==> config.mk <==
export PLATFORM = sky130hd
export DESIGN_NAME = sa_tile_sched
export DESIGN_NICKNAME = d
export VERILOG_FILES = /design/src/rtl/sa_tile_sched.sv
export SDC_FILE = /design/constraint.sdc
export NUM_CORES = 1
export LEC_CHECK = 0
export ABC_AREA = 1
export CORE_UTILIZATION = 60
export DETAILED_ROUTE_END_ITERATION = 7
export PLACE_DENSITY = 0.82
export SKIP_CTS_REPAIR_TIMING = 1
export SLEW_MARGIN = 20
export SYNTH_ARGS = -nofsm -noshare
export SYNTH_HDL_FRONTEND = slang
export SYNTH_SLANG_ARGS = --single-unit
==> constraint.sdc <==
create_clock -name clk -period 3 [get_ports clk]
set_clock_uncertainty 0.1 [all_clocks]
set_input_delay 0.45 -clock clk [delete_from_list [all_inputs] [get_ports clk]]
set_output_delay 0.45 -clock clk [all_outputs]
set_load 0.01 [all_outputs]
==> src/rtl/sa_tile_sched.sv <==
// rtl/sa_tile_sched.sv - systolic tile scheduler: weight load, skewed activation stream, drain
// Optional feature macro: SA_SCHED_PERF_EN (adds perf_busy / perf_stall counters)
module sa_tile_sched #(
  parameter int ROWS = 8,
  parameter int COLS = 8,
  parameter int KMAX = 256,
  parameter int KW   = $clog2(KMAX + 1)
) (
  input  logic            clk,
  input  logic            rst,
  input  logic            start,
  input  logic [KW-1:0]   k_len,
  input  logic            w_valid,
  output logic            w_rd,
  input  logic            a_valid,
  output logic            a_rd,
  output logic            fire,
  output logic [ROWS-1:0] row_en,
  input  logic            out_space,
  output logic            busy,
  output logic            done
`ifdef SA_SCHED_PERF_EN
  ,
  output logic [31:0]     perf_busy,
  output logic [31:0]     perf_stall
`endif
);

  // Counter must reach the longest phase: k_q+ROWS-2 stream steps or ROWS+COLS-2 drain steps.
  localparam int CW = $clog2(KMAX + ROWS + COLS + 1);
  localparam logic [CW-1:0] LOAD_LAST  = CW'(ROWS - 1);
  localparam logic [CW-1:0] DRAIN_LAST = CW'(ROWS + COLS - 2);
  localparam logic [KW-1:0] KMAX_K     = KW'(KMAX);

  typedef enum logic [2:0] {
    S_IDLE,
    S_LOAD_W,
    S_STREAM,
    S_DRAIN,
    S_DONE
  } state_t;

  state_t        state, state_nx;
  logic [CW-1:0] cnt, cnt_nx;
  logic [KW-1:0] k_q, k_q_nx;
  logic [KW-1:0] k_clamp;
  logic [CW-1:0] k_ext;
  logic [CW-1:0] stream_last;

  assign k_clamp     = (k_len > KMAX_K) ? KMAX_K : k_len;
  assign k_ext       = CW'(k_q);
  assign stream_last = k_ext + CW'(ROWS - 2);

  assign busy = (state != S_IDLE);
  assign done = (state == S_DONE);

  // State, counter and latched tile length registers
  always_ff @(posedge clk) begin
    if (rst) begin
      state <= S_IDLE;
      cnt   <= '0;
      k_q   <= '0;
    end else begin
      state <= state_nx;
      cnt   <= cnt_nx;
      k_q   <= k_q_nx;
    end
  end

  // Next-state logic and the combinational pop / fire / skew-mask outputs
  always_comb begin
    state_nx = state;
    cnt_nx   = cnt;
    k_q_nx   = k_q;
    w_rd     = 1'b0;
    a_rd     = 1'b0;
    fire     = 1'b0;
    row_en   = '0;
    case (state)
      S_IDLE: begin
        if (start) begin
          k_q_nx   = k_clamp;
          cnt_nx   = '0;
          state_nx = (k_clamp == '0) ? S_DONE : S_LOAD_W;
        end
      end
      S_LOAD_W: begin
        w_rd = w_valid;
        if (w_valid) begin
          if (cnt == LOAD_LAST) begin
            state_nx = S_STREAM;
            cnt_nx   = '0;
          end else begin
            cnt_nx = cnt + 1'b1;
          end
        end
      end
      S_STREAM: begin
        // Past the last vector the array only needs flushing steps, so no a_valid is required.
        fire = (cnt >= k_ext) || a_valid;
        a_rd = fire && (cnt < k_ext);
        // Row r sees vector (t - r): rows enter the wavefront one step apart.
        for (int r = 0; r < ROWS; r++) begin
          row_en[r] = fire && (cnt >= CW'(r)) && (cnt < CW'(r) + k_ext);
        end
        if (fire) begin
          if (cnt == stream_last) begin
            state_nx = S_DRAIN;
            cnt_nx   = '0;
          end else begin
            cnt_nx = cnt + 1'b1;
          end
        end
      end
      S_DRAIN: begin
        fire = out_space;
        if (fire) begin
          if (cnt == DRAIN_LAST) begin
            state_nx = S_DONE;
            cnt_nx   = '0;
          end else begin
            cnt_nx = cnt + 1'b1;
          end
        end
      end
      S_DONE: begin
        state_nx = S_IDLE;
        cnt_nx   = '0;
      end
      default: begin
        state_nx = S_IDLE;
        cnt_nx   = '0;
      end
    endcase
  end

`ifdef SA_SCHED_PERF_EN
  logic active;
  assign active = (state == S_LOAD_W) || (state == S_STREAM) || (state == S_DRAIN);

  // Saturating activity / stall counters, cleared at tile start and held after completion
  always_ff @(posedge clk) begin
    if (rst || ((state == S_IDLE) && start)) begin
      perf_busy  <= '0;
      perf_stall <= '0;
    end else if (active) begin
      if (perf_busy != '1) perf_busy <= perf_busy + 1'b1;
      if (!w_rd && !fire && (perf_stall != '1)) perf_stall <= perf_stall + 1'b1;
    end
  end
`endif

endmodule

After elaboration in Yosys (flattened, before gate mapping)
Index checks and enable logic that the tools add are counted.
{"block": "word_totals", "ramBits": 0, "output_inout_bits": 13, "latch_bits": 0, "mem_bits_ro": 0, "ff_bits": 21, "memories": 0, "wordCells": 89, "inputBits": 15}
{"block": "classes", "n_bitwise": 0, "reduce_logical": 24, "add_sub_neg": 8, "shifts": 0, "div_mod_pow": 0, "eq_ne": 14, "n_mul": 0, "muxes": 22, "magnitude_cmp": 18}
{"op": "< comparator 9 bit", "count": 8}
{"op": "2-to-1 mux 9 bit", "count": 8}
{"op": "adder 3 x 9 -> 9 bit (first input constant)", "count": 4}
{"op": ">= comparator 9 x 3 -> 1 bit (second input constant)", "count": 4}
{"op": "one-hot mux 9 bit (4 select lines)", "count": 1}
{"op": "2-to-1 mux 3 bit", "count": 8}
{"op": "adder 2 x 9 -> 9 bit (first input constant)", "count": 2}
{"op": ">= comparator 9 x 1 -> 1 bit (second input constant)", "count": 2}
{"op": ">= comparator 9 x 2 -> 1 bit (second input constant)", "count": 2}
{"op": "logical AND 1 bit", "count": 17}
{"op": "!= test 2 bit (second input constant)", "count": 7}
{"op": "one-hot mux 3 bit (4 select lines)", "count": 1}
{"op": "adder 1 x 9 -> 9 bit (first input constant)", "count": 1}
{"op": "adder 9 x 1 -> 9 bit (second input constant)", "count": 1}
{"op": "equality test 9 x 3 -> 1 bit (second input constant)", "count": 1}
{"op": "equality test 9 x 4 -> 1 bit (second input constant)", "count": 1}
{"op": "equality test 9 bit", "count": 1}
{"op": ">= comparator 9 bit", "count": 1}
{"op": "greater-than comparator 9 bit (second input constant)", "count": 1}
{"op": "zero test 9 bit", "count": 1}
{"op": "2-to-1 mux 8 bit", "count": 1}
{"op": "AND reduction 7 bit", "count": 1}
{"op": "equality test 3 x 2 -> 1 bit (second input constant)", "count": 2}
{"op": "AND reduction 4 bit", "count": 1}
{"op": "8 further kinds", "count": 9}

Longest topological paths before layout
Gate-level depths: netlist (run 1).
{"block": "logic_depth", "ltp_word": 6, "ltp_mapped": 19, "ltp_nobuf": 18}

Least setup slack after synthesis (run 1)
No wires, ideal clock.
{"block": "synth_path", "kind": "register to output", "startpoint": "reg k_q[1] (netlist: k_ext[1])", "endpoint": "out row_en[7]", "path_buffers": 0, "arrival_time_ps": 2370, "slack_ps": 80, "path_stages_with_launch": 12, "required_ps": 2450, "cell_sequence": "dfxtp_1 inv_1 ha_1 o21ai_0 nand2_1 xor2_1 ha_1 nand4_1 inv_1 nand2_1 o211ai_1 nor4_1"}
{"block": "synth_between", "elab_chain_len": 5, "elab_cells_between_ends": 7, "classes_between": "add/sub: 1; order compare: 2; mux: 1; reduce/logical: 3"}
{"item": "start, declared", "line_no": "45", "source": "logic [KW-1:0] k_q, k_q_nx;"}
{"item": "start signal, assigned", "line_no": "66", "source": "k_q <= k_q_nx;"}
{"item": "branches (longest 3 deep; another with adder 3 x 9 -> 9 bit)"}
{"item": "logical AND 1 bit (*)", "line_no": "104", "source": "row_en[r] = fire && (cnt >= CW'(r)) && (cnt < CW'(r) + k_ext);"}
{"item": "2-to-1 mux 8 bit (*)", "line_no": "79", "source": "case (state)"}
{"item": "end, declared", "line_no": "18", "source": "output logic [ROWS-1:0] row_en,"}
Every way passes the cells marked *.

Final worst setup path (run 1)
{"block": "layout_path", "startpoint": "reg k_q[4] (netlist: k_ext[4])", "endpoint": "out row_en[1]"}
{"block": "layout_between", "elab_chain_len": 5, "elab_cells_between_ends": 7, "classes_between": "add/sub: 1; order compare: 2; mux: 1; reduce/logical: 3"}
{"item": "branches (longest 3 deep; another with adder 1 x 9 -> 9 bit)"}
{"item": "logical AND 1 bit (*)", "line_no": "104"}
{"item": "2-to-1 mux 8 bit (*)", "line_no": "79"}
Marked as above.

==> results of run 1 <==
-- stage by stage --
step	total power, W	std cells	util (%)	instance area (um2)
5_1_grt	0.00393	749	83.3	4960
2_1_floorplan	0.00208	563	-	3710
3_5_place_dp	0.00318	740	78.1	4650
3_3_place_gp	0.00310	740	78.1	4650
6_report	0.00364	749	83.3	4960
4_1_cts	0.00339	744	78.9	4700
-- power by group through the flow --
stage	sequential [W]	clock [W]	combinational (W)
6_report	0.000445	0.000192	0.00300
5_1_grt	0.000450	0.000204	0.00328
4_1_cts	0.000433	0.000189	0.00277
3_5_place_dp	0.000439	0	0.00274
3_3_place_gp	0.000432	0	0.00266
2_1_floorplan	0.000460	0	0.00162
-- cells by family (layout without fill, tap and decap cells) --
kind of cell             after synthesis  after routing  synth area share [%]
AND/OR/NAND/NOR                      260            260                  32.2
AO/OA/AOI/OAI                         94             94                  14.6
buffers and inverters                 80            191                  8.57
adder cells (fa/ha/maj)               74             74                  25.0
XOR/XNOR                              34             34                  8.24
flip-flops                            21             21                  11.3
-- registers in the layout, indices dropped and copies added, names as in the netlist --
| register | flops |
|---|---|
| cnt | 9 |
| k_ext | 9 |
| state | 3 |
-- routing by layer --
layer / track usage, % / up-vias / routed length, um
met5: 0 / - / 0
met4: 13.6 / 0 / 574
met3: 4.89 / 50 / 968
met2: 66.0 / 213 / 6050
met1: 47.4 / 2044 / 5270
li1: - / 2116 / -
-- critical path, delay by kind of cell, from the launching register on --
kind | cells | cell delay, ns
adder cells (fa/ha/maj) | 1 | 0.25
flip-flops | 1 | 0.34
buffers and inverters | 5 | 0.67
AO/OA/AOI/OAI | 2 | 0.37
XOR/XNOR | 1 | 0.19
AND/OR/NAND/NOR | 8 | 0.66
-- placed cells by master, fill, tap and decap left out, types with 7 or more instances in the layout --
master                            Yosys  routed
sky130_fd_sc_hd__clkdlybuf4s50_1      0      18
sky130_fd_sc_hd__buf_4                3      84
sky130_fd_sc_hd__o21ai_0             28      22
sky130_fd_sc_hd__dfxtp_1             21      15
sky130_fd_sc_hd__a21oi_2              5      10
sky130_fd_sc_hd__xor2_1              30      26
sky130_fd_sc_hd__a21oi_1             46      41
sky130_fd_sc_hd__nor4_1              12      11
sky130_fd_sc_hd__ha_1                74      69
sky130_fd_sc_hd__inv_2                7      10
sky130_fd_sc_hd__inv_1               62      59
sky130_fd_sc_hd__nor2_1              38      31
sky130_fd_sc_hd__nand4_1             19      19
sky130_fd_sc_hd__nor2_2               5       9
sky130_fd_sc_hd__nand3_1             27      25
sky130_fd_sc_hd__nand2_1            134     121
sky130_fd_sc_hd__nor2_4               4       7
sky130_fd_sc_hd__nand2_2              7      18
-- synthesized netlist by cell type, types with 2 or more instances --
cell type	n
sky130_fd_sc_hd__nand3_2	4
sky130_fd_sc_hd__o211ai_1	4
sky130_fd_sc_hd__clkbuf_1	2
sky130_fd_sc_hd__nand2_2	7
sky130_fd_sc_hd__a21oi_2	5
sky130_fd_sc_hd__xor2_1	30
sky130_fd_sc_hd__nor2_1	38
sky130_fd_sc_hd__nand3_1	27
sky130_fd_sc_hd__inv_1	62
sky130_fd_sc_hd__buf_2	3
sky130_fd_sc_hd__nor2_4	4
sky130_fd_sc_hd__inv_2	7
sky130_fd_sc_hd__nand2_1	134
sky130_fd_sc_hd__o21bai_2	2
sky130_fd_sc_hd__nand4_1	19
sky130_fd_sc_hd__xnor2_1	3
sky130_fd_sc_hd__o21ai_0	28
sky130_fd_sc_hd__a211oi_1	3
sky130_fd_sc_hd__a21oi_1	46
sky130_fd_sc_hd__clkinv_1	2
sky130_fd_sc_hd__nor4_1	12
sky130_fd_sc_hd__nor3_1	7
sky130_fd_sc_hd__dfxtp_1	21
sky130_fd_sc_hd__buf_4	3
sky130_fd_sc_hd__ha_1	74
sky130_fd_sc_hd__nor2_2	5
-- cell type report --
class | count | area share, %
Sequential cell | 21 | 8.73
Clock inverter | 1 | 0.151
Multi-Input combinational cell | 462 | 64.3
Inverter | 72 | 5.50
Tap cell | 75 | 1.89
Clock buffer | 3 | 0.832
Timing Repair Buffer | 115 | 18.6
-- how the worst max path moves through the flow --
stage	startpoint	endpoint
final	k_ext[4]	row_en[1]
after global routing	k_ext[4]	row_en[1]
after CTS	k_ext[2]	row_en[1]
after detailed placement	k_ext[2]	row_en[1]
after global placement	k_ext[2]	row_en[1]
after floorplan	k_ext[1]	row_en[7]
==> results.txt, run 1 <==
----------------------------------------------------
[Synthesis]
  EDFF count, synth ... 0
  Synth top area cells ... sky130_fd_sc_hd__ha_1, sky130_fd_sc_hd__nand2_1, sky130_fd_sc_hd__dfxtp_1
  Distinct cell type count of the synthesized netlist ... 37
  Post-synthesis instance area ... 3710 um2
  Syn. warnings ... 0
  Top-area cell type share of the netlist area ... 25.0%
  Synth Net Count ... 652
  Fraction of the yosys area taken by sequential cells ... 11.3%
  Post-Synthesis Cells ... 563
  Top FF cell, synth ... sky130_fd_sc_hd__dfxtp_1
  Avg Cell Area, Syn ... 6.58 um2
  Leading area contributor after synthesis ... sky130_fd_sc_hd__ha_1
  Post-synthesis sequential element count ... 21
  Fraction of synthesis flops using an asynchronous set or reset pin ... 0%

[Pwr]
  Part of the total power dissipated in the clock network ... 5.3%
  Pleak ... 2.44 nW
  Combinational share of power ... 82.5%
  Peak supply drop ... 0.643 mV
  Sequential group share of total power ... 12.2%
  Switch share ... 53.1%
  Cell internal power dissipation ... 0.00170 W
  Switching power ... 0.00193 W
  P per Cell Area ... 734 nW/um2

[Detailed routing]
  DR pass1 iterations ... 8
  Routed length per placed instance ... 17.2 um
  Violation count after the first detailed-routing iteration ... 360
  Antenna-violating nets left ... 0
  DR vias ... 4423
  Number of remaining DRC errors ... 0
  WL final ... 12900 um
  Detail-routed via count per cell ... 5.91

[Final layout]
  Antenna fix cells ... 0
  Filler cell count in the final layout ... 429
  Layout area overhead ... 33.8%
  Nets ... 764
  Share of cells above drive strength 1 ... 28.2%
  Area taken by flip-flops and latches ... 433 um2
  Multi-input logic area ... 3190 um2

[Place]
  Worst Setup Slack post-DPL ... -0.445 ns
  Port Buf Inserts ... 27
  Final weighted congestion in routability-driven placement ... 1.04
  Detailed-placement wirelength estimate ... 9950 um

[GRT]
  Number of global-route vias before repair ... 3864
  Global-route wire length before repair ... 18600 um
  Overflow left after global routing ... 0
  Tot GR Track Use ... 38.0%
  Antenna violations before repair ... 0
  Largest net degree at the start of global routing ... 14

[STA]
  Transition time at the pin with the least slew margin ... 0.541 ns
  Final Setup Violations ... 8
  Max_slew headroom ... 63.8%
  Post-route setup TNS ... -1.23 ns
  Final-report max-slew violation count ... 0
  Final clock period utilization by the worst path ... 110%
  Tmin final ... 3.31 ns
  Post-route worst setup slack ... -0.307 ns
  Fmax ... 0.302 GHz
  Hold violation count in the final report ... 0
  Worst Hold Slack ... 0.526 ns
  Setup repair after global routing missed its margin ... true

[Worst hold path]
  Instance count along the most critical hold path ... 3
  Hold Path Sink ... cnt[0]
  Type of the worst min-delay path ... register to register
  Hold path startpoint ... cnt[0]

[Critical path]
  Delay of the slowest cell on the worst path ... 0.34 ns
  Required time at the worst-slack endpoint ... 2.45 ns
  Register-to-register setup slack ... 0.19 ns
  Setup CP Type ... register to output port
  Critical path cell sequence ... nand2_2 > nor2_2 > inv_2 > buf_6 > nor2_4 > xor2_1 > buf_4 > nor2_2 > a21oi_2 > ha_1 > nand4_1 > nor4_1 > a211oi_1 > buf_4 > nand3_2 > nor2_1 > buf_2
  R2R cell count ... 18
  Startpoint kind of the worst setup timing path ... register
  CP arrival ... 2.76 ns
  Standard cell with the maximum stage delay on the critical path ... sky130_fd_sc_hd__dfxtp_2
  Critical-path maximum fanout ... 4
  Endpoint class of the critical path ... output port
  Capture point of the worst reg-to-reg path ... cnt[1]
  R2r startpoint ... k_ext[1]

[CTS]
  Insertion delay to the later sink of the worst-skew pair ... 0.27 ns
  Clock root buffer ... sky130_fd_sc_hd__clkbuf_8
  CTS clk-pin slew, worst paths ... 0.08 ns
  H-Tree Depth ... 1
  Inserted Clock Buffers ... 3
  Buffers from clock root to sink, at most ... 2
  Clock tree from TritonCTS ... yes
  Total clock sinks ... 21

[Floorplanning]
  Die width ... 80.6 um
  CORE AREA ... 5960 um2
  Starting density of the core ... 62.2%
  Floorplan row count ... 28
  Ports ... 28
  Die Outline Area ... 6500 um2
  Die boundary height ... 80.6 um

[Job]
  Max-capacitance violation count ... 0

[Outcome]
  Status ... finished with violations
  Failing checks ... setup timing

----------------------------------------------------
(Power assumes the default switching activity.)
==> inputs of run 2 (changes only) <==
--- a/config.mk
+++ b/config.mk
@@ -8,6 +8,7 @@
 export ABC_AREA = 1
 export CORE_UTILIZATION = 60
 export DETAILED_ROUTE_END_ITERATION = 7
+export GPL_ROUTABILITY_DRIVEN = 1
 export PLACE_DENSITY = 0.82
 export SKIP_CTS_REPAIR_TIMING = 1
 export SLEW_MARGIN = 20
==> constraint.sdc (replaced) <==
create_clock -name clk -period 3.3 [get_ports clk]
set_clock_uncertainty 0.1 [all_clocks]
set_input_delay 0.495 -clock clk [delete_from_list [all_inputs] [get_ports clk]]
set_output_delay 0.495 -clock clk [all_outputs]
set_load 0.01 [all_outputs]
==> results.txt, run 2 (synthesized netlist as in run 1, its figures left out) <==
----------------------------------------------------
[Pwr]
  Sequential group share of total power ... 14.7%
  Pleak ... 2.25 nW
  P per Cell Area ... 645 nW/um2
  Combinational share of power ... 79.6%
  Part of the total power dissipated in the clock network ... 5.8%
  Switch share ... 55.9%
  Cell internal power dissipation ... 0.00129 W
  Total power ... 0.00292 W
  Switching power ... 0.00163 W
  Peak supply drop ... 0.604 mV

[Floorplanning]
  Die Outline Area ... 6500 um2
  Die width ... 80.6 um
  Starting density of the core ... 62.2%
  Ports ... 28
  Floorplan row count ... 28
  Die boundary height ... 80.6 um
  CORE AREA ... 5960 um2

[STA]
  Post-route setup TNS ... 0 ns
  Final-report max-slew violation count ... 0
  Tmin final ... 3.20 ns
  Final Setup Violations ... 0
  Post-route worst setup slack ... 0.0955 ns
  Final clock period utilization by the worst path ... 97.1%
  Setup repair after global routing missed its margin ... true
  Worst Hold Slack ... 0.472 ns
  Max_slew headroom ... 61.5%
  Hold violation count in the final report ... 0
  Transition time at the pin with the least slew margin ... 0.572 ns
  Fmax ... 0.312 GHz

[Critical path]
  CP arrival ... 2.61 ns
  Setup CP Type ... register to output port
  Endpoint class of the critical path ... output port
  Startpoint kind of the worst setup timing path ... register
  Beginning of the critical path ... k_ext[2]
  Critical-path maximum fanout ... 6
  Required time at the worst-slack endpoint ... 2.70 ns
  R2r startpoint ... k_ext[1]

[Detailed routing]
  Detail-routed via count per cell ... 6.04
  WL final ... 12200 um
  DR vias ... 4293
  Antenna-violating nets left ... 0
  DR pass1 iterations ... 5
  Number of remaining DRC errors ... 0
  Violation count after the first detailed-routing iteration ... 394
  Routed length per placed instance ... 17.2 um

[Final layout]
  Antenna fix cells ... 0
  Core Util, Final ... 76.0%
  Area taken by flip-flops and latches ... 435 um2
  Multi-input logic area ... 3040 um2
  Layout area overhead ... 22.1%
  Most used cells in the layout excluding fill and tap cells ... sky130_fd_sc_hd__nand2_1, sky130_fd_sc_hd__ha_1, sky130_fd_sc_hd__inv_1
  Filler cell count in the final layout ... 488
  Nets ... 726
  Most common library cell in the layout ignoring fill and taps ... sky130_fd_sc_hd__nand2_1
  Share of cells above drive strength 1 ... 19.5%

[Place]
  Final weighted congestion in routability-driven placement ... 0.984
  Worst Setup Slack post-DPL ... -0.104 ns
  Detailed-placement wirelength estimate ... 9600 um
  Port Buf Inserts ... 27

[GRT]
  Global-route wire length before repair ... 18500 um
  Largest net degree at the start of global routing ... 14
  Overflow left after global routing ... 0
  Antenna violations before repair ... 0
  Number of global-route vias before repair ... 3963
  Tot GR Track Use ... 37.5%

[CTS]
  CTS clk-pin slew, worst paths ... 0.08 ns
  H-Tree Depth ... 1
  Inserted Clock Buffers ... 3
  Clock root buffer ... sky130_fd_sc_hd__clkbuf_8
  Clock tree from TritonCTS ... yes
  Total clock sinks ... 21
  Buffers from clock root to sink, at most ... 2
  Insertion delay to the later sink of the worst-skew pair ... 0.26 ns

[Worst hold path]
  Hold path startpoint ... cnt[0]
  Type of the worst min-delay path ... register to register

[Outcome]
  Status ... complete, no violations

[Job]
  Max-capacitance violation count ... 0

----------------------------------------------------
-- run 2: changes by cell type in the layout (fill, tap and decap cells not counted), moves of 4 or more --
cell	delta
sky130_fd_sc_hd__buf_2	-4
sky130_fd_sc_hd__buf_4	-34
sky130_fd_sc_hd__buf_6	-4
sky130_fd_sc_hd__nand2_1	+10
sky130_fd_sc_hd__nand2_2	-8
sky130_fd_sc_hd__nor2_1	+4
sky130_fd_sc_hd__xor2_1	+4
sky130_fd_sc_hd__xor2_2	-4
-- run 2: layout make-up --
class / count / area share [%]
clock buffers: 3 / 0.912
clock inverters: 1 / 0.111
inverters: 72 / 6.02
multi-input cells: 462 / 67.2
flip-flops and latches: 21 / 9.62
well taps: 75 / 2.07
repair buffers: 77 / 14.1
-- run 2: critical path, cell delays in order, from the launching register on --
cell,delay (ns)
sky130_fd_sc_hd__dfxtp_4,0.37
sky130_fd_sc_hd__inv_1,0.09
sky130_fd_sc_hd__ha_1,0.16
sky130_fd_sc_hd__inv_1,0.07
sky130_fd_sc_hd__o21ai_1,0.17
sky130_fd_sc_hd__buf_4,0.15
sky130_fd_sc_hd__nand2_1,0.06
sky130_fd_sc_hd__xor2_1,0.14
sky130_fd_sc_hd__ha_1,0.29
sky130_fd_sc_hd__a21oi_1,0.17
sky130_fd_sc_hd__o21ai_0,0.12
sky130_fd_sc_hd__a211oi_1,0.23
sky130_fd_sc_hd__nand3_1,0.10
sky130_fd_sc_hd__nor2_1,0.10
sky130_fd_sc_hd__clkbuf_2,0.14
-- run 2: worst paths after layout --
| kind | depth (start not counted) | to | slack [ns] |
|---|---|---|---|
| hold / removal | 2 | cnt[0] | 0.47 |
| setup reg to reg | 17 | state[1] | 0.40 |
| hold reg to reg | 2 | cnt[0] | 0.47 |
| setup / recovery | 14 | row_en[5] | 0.1 |
-- run 2: stage by stage --
| stage | std cells | instance area, um2 |
|---|---|---|
| floorplan | 563 | 3710 |
| global placement | 704 | 4380 |
| detailed placement | 704 | 4380 |
| CTS | 708 | 4430 |
| global route | 711 | 4530 |
| finish | 711 | 4530 |
-- run 2: metal layers --
layer | part of all wire, % | wire length, um | global-route usage (%)
met1 | 39 | 4820 | 46.4
met2 | 46 | 5650 | 63.2
met3 | 9.0 | 1100 | 3.64
met4 | 5.4 | 657 | 20.2
met5 | 0 | 0 | 0
-- run 2: power by group through the flow --
stage	clock (W)	sequential [W]	combinational, W
2_1_floorplan	0	0.000418	0.00147
3_3_place_gp	0	0.000420	0.00209
3_5_place_dp	0	0.000424	0.00217
4_1_cts	0.000166	0.000419	0.00219
5_1_grt	0.000177	0.000434	0.00255
6_report	0.000169	0.000428	0.00232
